--- src/rtl/div16_seq.sv ---
// Sequential IEEE 754 half-precision divider, result = a / b, restoring, one quotient bit per clock.
// Latency: 14 edges for normal operands (load, 12 divide, normalise), 1 edge for special operands.
// Backpressure: start is only honoured in IDLE; a start while busy or during done is dropped.
//
// Ports:
//   clk, rst_n         rising-edge clock, asynchronous active-low reset
//   start, a, b        request and operands, sampled together in IDLE
//   busy               division in progress
//   done               one-cycle pulse; result/flags are valid from this cycle and held until the next done
//   result, flags      quotient and {overflow, underflow, div_by_zero}
module div16_seq #(
    parameter int tam  = 16,
    parameter int BIAS = 15
) (
    input  logic           clk,
    input  logic           rst_n,
    input  logic           start,
    input  logic [tam-1:0] a,
    input  logic [tam-1:0] b,
    output logic           busy,
    output logic           done,
    output logic [tam-1:0] result,
    output logic [2:0]     flags
);

    typedef enum logic [1:0] {IDLE, DIVIDE, NORM, DONE} state_t;

    state_t state, state_nxt;

    logic        sign;
    logic [4:0]  ea, eb;
    logic [11:0] rem;
    logic [10:0] dvs;
    logic [11:0] q;
    logic [3:0]  cnt;

    // Operand classification straight from the inputs, used in IDLE only.
    logic a_zero, a_inf, b_zero, b_inf, in_sign, special;
    logic [15:0] spec_res;
    logic [2:0]  spec_flags;

    assign a_zero  = (a[14:10] == 5'h00);
    assign a_inf   = (a[14:10] == 5'h1F);
    assign b_zero  = (b[14:10] == 5'h00);
    assign b_inf   = (b[14:10] == 5'h1F);
    assign in_sign = a[15] ^ b[15];
    assign special = a_zero | a_inf | b_zero | b_inf;

    always_comb begin
        spec_res   = {in_sign, 15'h0000};
        spec_flags = 3'b000;
        if (a_inf && b_inf) begin
            spec_res = 16'h7E00;
        end else if (a_zero && b_zero) begin
            spec_res   = 16'h7E00;
            spec_flags = 3'b001;
        end else if (b_zero) begin
            spec_res   = {in_sign, 5'h1F, 10'h000};
            spec_flags = 3'b001;
        end else if (a_inf) begin
            spec_res = {in_sign, 5'h1F, 10'h000};
        end
    end

    // Restoring step: rem never reaches 2*dvs, so the subtracted value fits
    // in 11 bits and the left shift loses nothing.
    logic        ge;
    logic [11:0] rem_sub;

    assign ge      = (rem >= {1'b0, dvs});
    assign rem_sub = ge ? (rem - {1'b0, dvs}) : rem;

    // Normalisation: q lies in [2^10, 2^12), so at most one position of shift.
    logic signed [6:0] e_calc;
    logic [9:0]        mant;
    logic [15:0]       norm_res;
    logic [2:0]        norm_flags;

    always_comb begin
        mant       = q[11] ? q[10:1] : q[9:0];
        e_calc     = {2'b00, ea} - {2'b00, eb} + 7'(BIAS) - {6'd0, ~q[11]};
        norm_res   = {sign, e_calc[4:0], mant};
        norm_flags = 3'b000;
        if (e_calc >= 7'sd31) begin
            norm_res   = {sign, 5'h1F, 10'h000};
            norm_flags = 3'b100;
        end else if (e_calc <= 7'sd0) begin
            norm_res   = {sign, 15'h0000};
            norm_flags = 3'b010;
        end
    end

    always_ff @(posedge clk or negedge rst_n) begin
        if (!rst_n) begin
            state <= IDLE;
        end else begin
            state <= state_nxt;
        end
    end

    always_comb begin
        state_nxt = state;
        busy      = 1'b0;
        done      = 1'b0;
        case (state)
            IDLE: begin
                if (start) begin
                    state_nxt = special ? DONE : DIVIDE;
                end
            end
            DIVIDE: begin
                busy = 1'b1;
                if (cnt == 4'd0) begin
                    state_nxt = NORM;
                end
            end
            NORM: begin
                busy      = 1'b1;
                state_nxt = DONE;
            end
            DONE: begin
                done      = 1'b1;
                state_nxt = IDLE;
            end
            default: state_nxt = IDLE;
        endcase
    end

    always_ff @(posedge clk or negedge rst_n) begin
        if (!rst_n) begin
            sign   <= 1'b0;
            ea     <= 5'd0;
            eb     <= 5'd0;
            rem    <= 12'd0;
            dvs    <= 11'd0;
            q      <= 12'd0;
            cnt    <= 4'd0;
            result <= 16'h0000;
            flags  <= 3'b000;
        end else begin
            case (state)
                IDLE: begin
                    if (start) begin
                        sign <= in_sign;
                        ea   <= a[14:10];
                        eb   <= b[14:10];
                        if (special) begin
                            result <= spec_res;
                            flags  <= spec_flags;
                        end else begin
                            rem <= {1'b0, 1'b1, a[9:0]};
                            dvs <= {1'b1, b[9:0]};
                            q   <= 12'd0;
                            cnt <= 4'd11;
                        end
                    end
                end
                DIVIDE: begin
                    q   <= {q[10:0], ge};
                    rem <= {rem_sub[10:0], 1'b0};
                    cnt <= cnt - 4'd1;
                end
                NORM: begin
                    result <= norm_res;
                    flags  <= norm_flags;
                end
                default: ;
            endcase
        end
    end

endmodule

--- config.mk ---
export PLATFORM = sky130hd
export DESIGN_NAME = div16_seq
export DESIGN_NICKNAME = d
export VERILOG_FILES = /design/src/rtl/div16_seq.sv
export SDC_FILE = /design/constraint.sdc
export NUM_CORES = 1
export LEC_CHECK = 0
export ABC_AREA = 0
export BUFFER_PORTS_ARGS = -buffer_cell sky130_fd_sc_hd__buf_2
export CAP_MARGIN = 20
export CORE_MARGIN = 10
export CORE_UTILIZATION = 63
export DETAILED_ROUTE_END_ITERATION = 8
export GPL_TIMING_DRIVEN = 0
export PLACE_DENSITY = 0.86
export SKIP_CTS_REPAIR_TIMING = 1
export SLEW_MARGIN = 10
export SYNTH_ARGS = -nofsm -noshare
export SYNTH_HDL_FRONTEND = slang
export SYNTH_SLANG_ARGS = --single-unit
--- constraint.sdc ---
create_clock -name clk -period 7.5 [get_ports clk]
set_input_delay 0.375 -clock clk [delete_from_list [all_inputs] [get_ports clk]]
set_output_delay 0.375 -clock clk [all_outputs]
set_load 0.01 [all_outputs]
==> impl_metrics.py <==
metrics = {
    "detailed_routing": {
        "drt_iter0_drc": 217,
        "vias": 3913,
        "routed_wl_um": 10790,
        "ant_nets": 0,
        "drc": 0,
        "dr.pass1.iters": 5,
        "vias_per_cell": 6.039,
        "post_drt_wl_per_cell_um": 16.65,
    },
    "yosys": {
        "syn_nets": 543,
        "netlist.area_leader.share_pct": 40.01,
        "synth_seq_area_share_pct": 40.01,
        "synthArstFlopShare_pct": 100.0,
        "synth.cell_area_um2": 4441,
        "syn-mean-instance-area_um2": 9.270,
        "ys_dominant_reg_cell": "dfrtp_1",
        "yosys_warnings": 0,
        "synth_common_cells": "dfrtp_1, nand2_1, o21ai_0, a21oi_1, inv_1",
        "synth_top_area_cell": "dfrtp_1",
        "synth_most_common_cell": "dfrtp_1",
        "synth.distinct_cells": 64,
        "synth_edf_count": 0,
        "ys_ff_latch": 71,
        "synth_cells": 479,
        "synth_area_leaders": "dfrtp_1, ha_1, mux2_2, nand2_1, o21ai_0",
    },
    "timing": {
        "tns_ps": 0,
        "drv_slew": 0,
        "fin_crit_sh_pct": 49.70,
        "relSlewSlack_pct": 47.86,
        "rsz0062_at_grt": "no",
        "setup_viol": 0,
        "min_period_ps": 3728,
        "fmax_mhz": 268.3,
        "hold_viol": 0,
        "tightest_slew_ps": 776.2,
        "skew_ps": 16.14,
    },
    "worst_setup_path": {
        "crit_fanout": 10,
        "r2r_cells": 12,
        "cp-endpoint": "result[5]",
        "r2r_start": "ea[0]",
        "end_kind": "register",
        "timing.rr.end": "result[5]",
        "worstSetupStartpointType": "register",
        "worstPathArrival_ps": 3970,
        "crit_type": "register to register",
        "required_ps": 7740,
        "cp-startpoint": "ea[0]",
        "rrSetupSlack_ps": 3770,
    },
    "global_routing": {
        "grt_pass1_wl_um": 18140,
        "grt_max_degree": 61,
        "antenna_found_initial": 0,
        "grt_util_all_layers_pct": 19.44,
        "grt_pass1_vias": 3890,
        "overflow": 0,
    },
    "clock_network": {
        "root_buffer": "clkbuf_8",
        "htree_num_levels": 3,
        "clk_latency_ps": 350,
        "clk_pin_slew_ps": 90,
        "cts_tree": "built",
        "cts_buffer_depth": 2,
        "clock_sinks": 71,
        "cts_buffers": 9,
    },
    "layout": {
        "antenna_cells": 0,
        "fin_nets": 611,
        "nFillCells": 496,
        "multiInputGateArea_um2": 2446,
        "drive_above_1_share_pct": 21.74,
        "area_growth_pct": 13.67,
        "regArea_um2": 1777,
    },
    "die": {
        "initial_core_util_pct": 65.00,
        "dieArea_um2": 10810,
        "io_pins": 56,
        "die_h_um": 104.0,
        "core-area_um2": 6832,
        "die_w_um": 104.0,
        "fp-row-count": 30,
    },
    "placement": {
        "gp_congestion": 0.8857,
        "io_buffers": 55,
        "post-dp-hpwl_um": 8113,
    },
    "min_path": {
        "hp-class": "input port to register",
    },
    "status": {
        "outcome": "complete, no violations",
    },
    "run": {
        "drv_cap": 0,
    },
}
registers in the layout (all words and copies together), names as in the netlist:
signal and cells:
dvs 11, sign 1, rem 12, state 2, eb 5, flags 3
result 16, q 12, cnt 4, ea 5
how the worst min path moves through the flow:
| stage | start | endpoint | slack, ps | cells past startpoint |
|---|---|---|---|---|
| 2_1_floorplan | rst_n | cnt[0] | 80 | 0 |
| 3_3_place_gp | dvs[10] | dvs[10] | 440 | 2 |
| 3_5_place_dp | rst_n | result[14] | 230 | 1 |
| 4_1_cts | rst_n | result[2] | -140 | 1 |
| 5_1_grt | b[9] | dvs[9] | 240 | 3 |
| 6_report | b[9] | dvs[9] | 220 | 3 |
layout by cell type (no fill, tap or decap), types with 17 or more instances in the layout:
cell      n
dfrtp_1  71
o21ai_0  39
nand3_1  17
ha_1     27
buf_2    60
inv_1    33
mux2_2   22
a21oi_1  37
nor2_1   31
nand2_1  65
worst max-delay path: stages (launching register included):
cell and delay [ps]:
dfrtp_1 380, inv_1 60, ha_1 210, inv_1 70
fa_1 620, inv_1 150, ha_1 300, ha_1 350
or3_1 450, or4_1 550, o31ai_4 110, nor2_4 110
a32o_1 270
area by class of cell:
type | count | area share, %
plain buffers | 19 | 1.859
clock buffers | 10 | 2.529
clock inverters | 6 | 0.8676
inverters | 33 | 2.454
multi-input cells | 356 | 48.46
flip-flops and latches | 71 | 35.20
well taps | 96 | 2.380
repair buffers | 57 | 6.247
metrics by stage:
step	hold WS, ps	instances	area, um2	setup WS, ps	utilization (%)
floorplan	79.41	479	4441	4121	-
global placement	436.3	630	4836	3879	70.79
detailed placement	231.9	631	4866	3796	71.23
CTS	-137.4	647	5037	3790	73.74
global route	240.3	648	5047	3624	73.88
finish	224.5	648	5047	3772	73.88
logic make-up (layout without fill, tap and decap cells):
kind of cell,count (synthesis),in the layout,share of synthesized area [%]
AO/OA/AOI/OAI,129,129,19.16
XOR/XNOR,15,15,3.381
adder cells (fa/ha/maj),29,29,8.509
buffers and inverters,52,125,4.903
flip-flops,71,71,40.01
multiplexers,28,28,7.213
AND/OR/NAND/NOR,155,155,16.82
metal layers:
layer | wire [um] | vias to the layer above | global-route usage [%]
li1 | - | 1852 | -
met1 | 4581 | 1866 | 24.58
met2 | 5210 | 168 | 32.07
met3 | 796 | 27 | 4.895
met4 | 202 | 0 | 5.467
met5 | 0 | - | 0
Power is not shown: default switching activity piles up to over one toggle a cycle in this logic, so the estimate is an artifact.
